### src/rtl/xadc_seq_pkg.sv
// Shared definitions for the XADC DRP current-sense sequencer:
// FSM state encoding, default channel addresses and ADC code width.
package xadc_seq_pkg;

  // Width of an XADC conversion result
  localparam int CODE_W = 12;

  // Default DRP addresses of the two current-sense auxiliary channels
  localparam logic [6:0] CH0_ADDR_DEF = 7'h16;  // VAUX6
  localparam logic [6:0] CH1_ADDR_DEF = 7'h1E;  // VAUX14

  // Sequencer states
  typedef enum logic [1:0] {
    ST_IDLE     = 2'd0,
    ST_ISSUE    = 2'd1,
    ST_WAIT_RDY = 2'd2,
    ST_ACCUM    = 2'd3
  } seq_state_t;

endpackage

### src/rtl/xadc_ch_avg.sv
// Per-channel accumulator: sums 2**AVG_LOG2 codes, publishes the truncated
// average with a one-cycle valid pulse and refreshes the overcurrent flag.
module xadc_ch_avg
  import xadc_seq_pkg::*;
#(
  parameter int                AVG_LOG2 = 2,
  parameter logic [CODE_W-1:0] THRESH   = 12'hE00
) (
  input  logic              clk,
  input  logic              reset,
  input  logic              add_en,
  input  logic [CODE_W-1:0] code,
  output logic [CODE_W-1:0] data,
  output logic              valid,
  output logic              over
);

  // Accumulator wide enough that 2**AVG_LOG2 full-scale codes cannot overflow;
  // the count keeps at least one bit so AVG_LOG2=0 still elaborates cleanly.
  localparam int               ACC_W = CODE_W + AVG_LOG2;
  localparam int               CNT_W = (AVG_LOG2 > 0) ? AVG_LOG2 : 1;
  localparam logic [CNT_W-1:0] LAST  = CNT_W'((1 << AVG_LOG2) - 1);

  logic [ACC_W-1:0]  acc;
  logic [ACC_W-1:0]  sum;
  logic [CNT_W-1:0]  cnt;
  logic [CODE_W-1:0] avg;

  // Running sum including the incoming sample; the top CODE_W bits are sum >> AVG_LOG2
  assign sum = acc + ACC_W'(code);
  assign avg = sum[ACC_W-1 -: CODE_W];

  // Accumulate samples; on the last one of a block publish average and threshold result
  always_ff @(posedge clk) begin
    if (reset) begin
      acc   <= '0;
      cnt   <= '0;
      data  <= '0;
      valid <= 1'b0;
      over  <= 1'b0;
    end else begin
      valid <= 1'b0;
      if (add_en) begin
        if (cnt == LAST) begin
          acc   <= '0;
          cnt   <= '0;
          data  <= avg;
          valid <= 1'b1;
          over  <= (avg >= THRESH);
        end else begin
          acc <= sum;
          cnt <= cnt + 1'b1;
        end
      end
    end
  end

endmodule

### src/rtl/xadc_drp_sequencer.sv
// XADC DRP read sequencer: on each end-of-conversion reads the next of two
// current-sense channels over DRP (alternating 0,1,0,1), averages the codes
// per channel and flags overcurrent. A missing drdy is bounded by a timeout.
module xadc_drp_sequencer
  import xadc_seq_pkg::*;
#(
  parameter logic [6:0]        CH0_ADDR = CH0_ADDR_DEF,
  parameter logic [6:0]        CH1_ADDR = CH1_ADDR_DEF,
  parameter int                AVG_LOG2 = 2,
  parameter int                TIMEOUT  = 255,
  parameter logic [CODE_W-1:0] THRESH   = 12'hE00
) (
  input  logic              CLK100MHZ,
  input  logic              reset,
  input  logic              eoc,
  input  logic              drdy,
  input  logic [15:0]       do_in,
  output logic [6:0]        daddr,
  output logic              den,
  output logic              dwe,
  output logic [CODE_W-1:0] ch0_data,
  output logic [CODE_W-1:0] ch1_data,
  output logic              ch0_valid,
  output logic              ch1_valid,
  output logic [1:0]        overcurrent,
  output logic              timeout_err,
  output logic              busy
);

  localparam int WCW = (TIMEOUT > 0) ? $clog2(TIMEOUT + 1) : 1;

  seq_state_t        state;
  seq_state_t        state_nxt;
  logic              ch_sel;
  logic [WCW-1:0]    wait_cnt;
  logic [CODE_W-1:0] code_q;
  logic              timeout_hit;
  logic              unused_do_lsb;

  // The low nibble of DRP data carries no conversion result
  assign unused_do_lsb = ^do_in[3:0];

  assign dwe = 1'b0;

  // drdy takes priority: a timeout only counts when no data arrived this cycle
  assign timeout_hit = (state == ST_WAIT_RDY) && !drdy && (wait_cnt == WCW'(TIMEOUT));

  // State register
  always_ff @(posedge CLK100MHZ) begin
    if (reset) state <= ST_IDLE;
    else       state <= state_nxt;
  end

  // Next-state decode and the DRP strobe / busy outputs
  always_comb begin
    state_nxt = state;
    den       = 1'b0;
    busy      = 1'b1;
    case (state)
      ST_IDLE: begin
        busy = 1'b0;
        if (eoc) state_nxt = ST_ISSUE;
      end
      ST_ISSUE: begin
        den       = 1'b1;
        state_nxt = ST_WAIT_RDY;
      end
      ST_WAIT_RDY: begin
        if (drdy)             state_nxt = ST_ACCUM;
        else if (timeout_hit) state_nxt = ST_IDLE;
      end
      ST_ACCUM: begin
        state_nxt = ST_IDLE;
      end
      default: state_nxt = ST_IDLE;
    endcase
  end

  // Address latch, wait counter, data capture, channel pointer and sticky error
  always_ff @(posedge CLK100MHZ) begin
    if (reset) begin
      ch_sel      <= 1'b0;
      daddr       <= CH0_ADDR;
      wait_cnt    <= '0;
      code_q      <= '0;
      timeout_err <= 1'b0;
    end else begin
      case (state)
        ST_IDLE: begin
          if (eoc) daddr <= ch_sel ? CH1_ADDR : CH0_ADDR;
        end
        ST_ISSUE: begin
          wait_cnt <= '0;
        end
        ST_WAIT_RDY: begin
          if (drdy) begin
            code_q <= do_in[15:4];
          end else if (timeout_hit) begin
            timeout_err <= 1'b1;
            ch_sel      <= ~ch_sel;
          end else begin
            wait_cnt <= wait_cnt + 1'b1;
          end
        end
        ST_ACCUM: begin
          ch_sel <= ~ch_sel;
        end
        default: ;
      endcase
    end
  end

  xadc_ch_avg #(
    .AVG_LOG2 (AVG_LOG2),
    .THRESH   (THRESH)
  ) u_ch0 (
    .clk    (CLK100MHZ),
    .reset  (reset),
    .add_en ((state == ST_ACCUM) && !ch_sel),
    .code   (code_q),
    .data   (ch0_data),
    .valid  (ch0_valid),
    .over   (overcurrent[0])
  );

  xadc_ch_avg #(
    .AVG_LOG2 (AVG_LOG2),
    .THRESH   (THRESH)
  ) u_ch1 (
    .clk    (CLK100MHZ),
    .reset  (reset),
    .add_en ((state == ST_ACCUM) && ch_sel),
    .code   (code_q),
    .data   (ch1_data),
    .valid  (ch1_valid),
    .over   (overcurrent[1])
  );

endmodule

### config.mk
export PLATFORM = sky130hd
export DESIGN_NAME = xadc_drp_sequencer
export DESIGN_NICKNAME = d
export VERILOG_FILES = /design/src/rtl/xadc_seq_pkg.sv /design/src/rtl/xadc_ch_avg.sv /design/src/rtl/xadc_drp_sequencer.sv
export SDC_FILE = /design/constraint.sdc
export NUM_CORES = 1
export LEC_CHECK = 0
export ABC_AREA = 1
export CORE_AREA = 2 2 102 104
export DETAILED_ROUTE_END_ITERATION = 16
export DIE_AREA = 0 0 104 106
export PLACE_DENSITY = 0.71
export SETUP_SLACK_MARGIN = 0.02
export SLEW_MARGIN = 20
export SYNTH_ARGS = -nofsm -noshare
export SYNTH_HDL_FRONTEND = slang
export SYNTH_HIERARCHICAL = 1
export SYNTH_SLANG_ARGS = --single-unit
### constraint.sdc
create_clock -name CLK100MHZ -period 1.9 [get_ports CLK100MHZ]
set_clock_uncertainty 0.05 [all_clocks]
set_input_delay 0.38 -clock CLK100MHZ [delete_from_list [all_inputs] [get_ports CLK100MHZ]]
set_output_delay 0.38 -clock CLK100MHZ [all_outputs]
set_load 0.1 [all_outputs]
# == After elaboration in Yosys (flattened, before gate mapping) ==
# Index checks and enable logic that the tools add are counted.
# word_totals
word_cells,76
inputBits,20
regBits,91
n_memories,0
mem_bits_ro,0
out_inout_bits,39
latch_bits,0
mem_bits_rw,0
# classes
shifts,0
bitwise,4
n_mux,19
n_mul,0
eq_ne,11
addsub,5
order_cmp,2
div_mod_pow,0
reduce_logical,19
# ops
cell,n
14-bit by 12-bit adder with 14-bit output,2
14-bit 2-to-1 mux,2
12-bit >= comparator (second input constant),2
8-bit 2-to-1 mux,2
8-bit one-hot mux with 2 select lines,1
2-bit 2-to-1 mux,5
2-bit AND reduction,5
3-bit AND reduction,3
8-bit by 1-bit adder with 8-bit output (second input constant),1
2-bit == test (second input constant),4
8-bit == test (second input constant),1
2-bit inequality test (second input constant),4
2-bit one-hot mux with 4 select lines,1
1-bit 2-to-1 mux,6
2-bit by 1-bit adder with 2-bit output (second input constant),2
1-bit logical AND,4
4-bit 2-to-1 mux,1
1-bit inverter,4
2-bit nonzero test,2
2-bit OR reduction,2
3-bit inequality test (second input constant),1
2-bit by 1-bit == test with 1-bit output (second input constant),1
1-bit zero test,2
2-bit zero test,1
1-bit one-hot mux with 2 select lines,1

# == Logic depth before layout (Yosys ltp) ==
# depth
ltp_word,6
ltp_mapped,13

# == Cells and area by module ==
# Netlist, hierarchy kept.
# by_module_without_submodules
mod,n_inst,cells_per_inst,seq_area_each_um2,area_each_um2
xadc_ch_avg,2,277,600.6,1864.3
xadc_drp_sequencer,1,156,500.5,1148.6

# == Least setup slack after synthesis ==
# No wires, ideal clock.
# synth_path
path_kind,reg2reg
start,register state[0]
end,register wait_cnt[6]
required_time_ns,1.730
period_less_slack_ns,2.600
path_stages_with_launch,9
setup_ns,0.120
arrival_time_ns,2.430
slack_ns,-0.700
path_cell_list,dfxtp_1 inv_1 nor2_1 inv_1 nand2_4 buf_6 nand2_1 nand2_1 a21oi_1
# synth_via
elab_chain_len,5
# synth_rtl
item,line,source
from (decl),xadc_drp_sequencer.sv:32,seq_state_t state;
from (signal assigned),xadc_drp_sequencer.sv:51,else state <= state_nxt;
2-bit == test,"xadc_drp_sequencer.sv:46, xadc_drp_sequencer.sv:88",
1-bit logical AND (2 in series),xadc_drp_sequencer.sv:46,assign timeout_hit = (state == ST_WAIT_RDY) && !drdy && (wait_cnt == WCW'(TIMEOUT));
2-bit inequality test (no line),-,
3-bit AND reduction (no line),-,
to (signal assigned),xadc_drp_sequencer.sv:102,wait_cnt <= wait_cnt + 1'b1;
to (decl),xadc_drp_sequencer.sv:35,logic [WCW-1:0] wait_cnt;
# Parallel ways exist; a longest one is shown, timed or not.
# A chain may end at the register's enable or synchronous reset.

# == Worst setup path after layout ==
# layout_path
start,register code_q[1]
end,register u_ch1.acc[7]
# layout_via
elab_chain_len,2
# layout_rtl
item,line,source
from (decl),xadc_drp_sequencer.sv:36,logic [CODE_W-1:0] code_q;
from (signal assigned),xadc_drp_sequencer.sv:97,code_q <= do_in[15:4];
14-bit by 12-bit adder with 14-bit output,xadc_ch_avg.sv:30,assign sum = acc + ACC_W'(code);
14-bit 2-to-1 mux,xadc_ch_avg.sv:44,if (cnt == LAST) begin
to (signal assigned),xadc_ch_avg.sv:51,acc <= sum;
to (decl),xadc_ch_avg.sv:24,logic [ACC_W-1:0] acc;
# No other way between the ends.

==> impl_metrics.yaml <==
clock_network:
  hold_buffers: 0
  clock_tree.htree_level_count: 3
  clockBufferDepth: 2
  root_buffer: "clkbuf_8"
  cts.sinks: 85
  clk_pin_slew_ps: 80
  cts_tree: "yes"
  insertion_delay_ps: 370
  numCtsBuffers: 9
layout:
  final_nets: 825
  drive_gt1_frac: 0.245
  multi_input_area_um2: 2930
  fin_cells: 917
  n_fill_cell: 873
  final_cell_mix: "nand2_1, inv_1, dfxtp_1, nor2_1, a21oi_1"
  post-route-cell-area_um2: 6440
  final_common_cell: "nand2_1"
  seq_area_um2: 1720
  final_util: 0.644
  area_delta_synth_final_pct: 32.1
  diodes: 0
routing:
  drt_first_iter_violations: 134
  routed_wl_mm: 12.0
  drc: 0
  ant_nets: 0
  wl_per_cell_um: 13.0
  dr_total_vias: 4616
  viasPerCell: 5.03
  dr.pass1.iters: 4
logic_synthesis:
  ys_ff_latch: 85
  synth-edff-count: 0
  netlist_area_um2: 4880
  synthCells: 710
  syn_area_per_cell_um2: 6.87
  ys_types: 38
  ys.flop_type: "dfxtp_1"
  seq_area_frac_synth: 0.349
  yosysWarnings: 6
  async_flop_share: 0
floorplanning:
  die_y_um: 106
  die_area_um2: 11000
  die_x_um: 104
  start_util: 0.488
  num_rows: 37
  io_pins: 59
  core_um2: 10000
timing:
  rsz0062_at_grt: "true"
  max_freq_mhz: 545
  setup_slack_ps: 64.8
  fin_crit_sh: 0.966
  period_minus_slack_ps: 1840
  slew_headroom: 0.660
  drv_slew: 0
  setup_viol: 0
  final_hold_viol_count: 0
  worst_pin_slew_ps: 510
placed_design:
  finalWeightedCongestion: 0.927
  dp_worst_setup_slack_ps: -59.5
  dp.cells: 899
  hpwl_mm: 8.96
  port_buffers: 47
  placed_cell_area_um2: 5940
worst_setup_path:
  startpoint: "code_q[1]"
  cp.required_ps: 2150
  rr_endpoint: "u_ch1/acc[7]"
  crit_end: "u_ch1/acc[7]"
  cp_max_fo: 4
  end_kind: "register"
  reg2regPathDepth: 8
  reg2reg_from: "code_q[1]"
  critPathArrivalTime_ps: 2090
  reg2reg_slack_ps: 60
  critPathLaunchType: "register"
  worstSetupPathType: "reg -> reg"
grt:
  grt-ovfl-total: 0
  grt_pass1_wl_mm: 19.3
  grt_max_degree: 22
  grt_pass1_vias: 4379
  antenna_found_initial: 0
  grt.total_usage: 0.216
power:
  power.total_mw: 3.92
  p_per_area_nw_per_um2: 609
  ir_drop_v: 0.000478
  leakage_nw: 2.86
run_status:
  status: "finished, final reports clean"
flow_run:
  cap_violations: 0
worst_hold_path:
  min_path_type: "in -> reg"
-- registers in the layout (all words and copies together) (netlist names) --
register and cells:
code_q 12, daddr 1, wait_cnt 8, u_ch1/over 1
u_ch0/acc 14, u_ch1/cnt 2, u_ch1/data 12, timeout_err 1
u_ch0/cnt 2, u_ch0/data 12, u_ch1/valid 1, u_ch0/over 1
u_ch0/valid 1, ch_sel 1, u_ch1/acc 14, state 2
-- cells in the mapped netlist (all sizes together) (7+ instances only) --
cell type / n / area share
ha: 27 / 0.069
a21oi: 74 / 0.085
dfxtp: 85 / 0.35
inv: 98 / 0.075
nor2: 82 / 0.069
nand2: 202 / 0.16
nand4: 7 / 0.014
nand3: 49 / 0.054
o21ai: 22 / 0.023
xor2: 8 / 0.017
buf: 15 / 0.020
clkbuf: 12 / 0.0092
-- per-stage QoR --
stage               TNS, ps  hold WS, ps
floorplan                 0          381
global placement      -26.1          401
detailed placement     -168          409
CTS                       0          410
global route          -45.5          424
finish                    0          419
-- what timing repair did --
action / in CTS / in global routing
gates cloned: 0 / 0
buffers inserted: 0 / 2
setup endpoints to repair: 7 / 25
hold endpoints to repair: 0 / 0
resized for setup: 5 / 66
pin swaps: 3 / 24
-- per-layer routing --
layer | GRT usage | vias to the layer above | share of wire
li1 | - | 2360 | -
met1 | 0.239 | 2138 | 0.42
met2 | 0.392 | 93 | 0.52
met3 | 0.0484 | 25 | 0.040
met4 | 0.102 | 0 | 0.027
met5 | 0 | - | 0
-- area by class of cell --
cell class                      instances  share of cell area
Clock buffer                           11              0.0219
Inverter                              100              0.0586
Tap cell                              136              0.0264
Timing Repair Buffer                   77               0.159
Sequential cell                        85               0.267
Multi-Input combinational cell        503               0.455
Clock inverter                          5              0.0130
-- where the power goes --
part	internal (mW)	total (mW)	switching, mW	leakage [nW]
combinational	0.201	0.624	0.422	2.07
sequential	1.81	1.85	0.0371	0.691
clock	0.779	1.45	0.670	0.106
-- how the worst min path moves through the flow --
stage           startpoint            to  depth (start not counted)
3_3_place_gp   wait_cnt[0]   wait_cnt[0]                          1
2_1_floorplan  wait_cnt[0]   wait_cnt[0]                          1
3_5_place_dp   wait_cnt[0]   wait_cnt[0]                          1
6_report             reset  u_ch0/acc[1]                          2
4_1_cts              reset   timeout_err                          2
5_1_grt              reset  u_ch0/acc[1]                          2
-- worst max-delay path, cell delays in order, from the launching register on --
cell and delay, ps:
dfxtp_2 350, buf_4 130, ha_1 280, nand2_2 80
a21oi_4 220, a21oi_1 120, xnor2_1 310, nand2_1 100
a21oi_1 130
-- cells by family (layout without fill, tap and decap cells) --
logic type | after synthesis | count (layout) | share of synthesized area
compound gates | 106 | 106 | 0.125
xor+xnor | 14 | 14 | 0.0282
fa+ha+maj | 29 | 29 | 0.0775
buf+inv | 127 | 193 | 0.106
flops | 85 | 85 | 0.349
other cells | 2 | 7 | 0.00154
simple gates | 347 | 347 | 0.313
(Power assumes the default switching activity.)
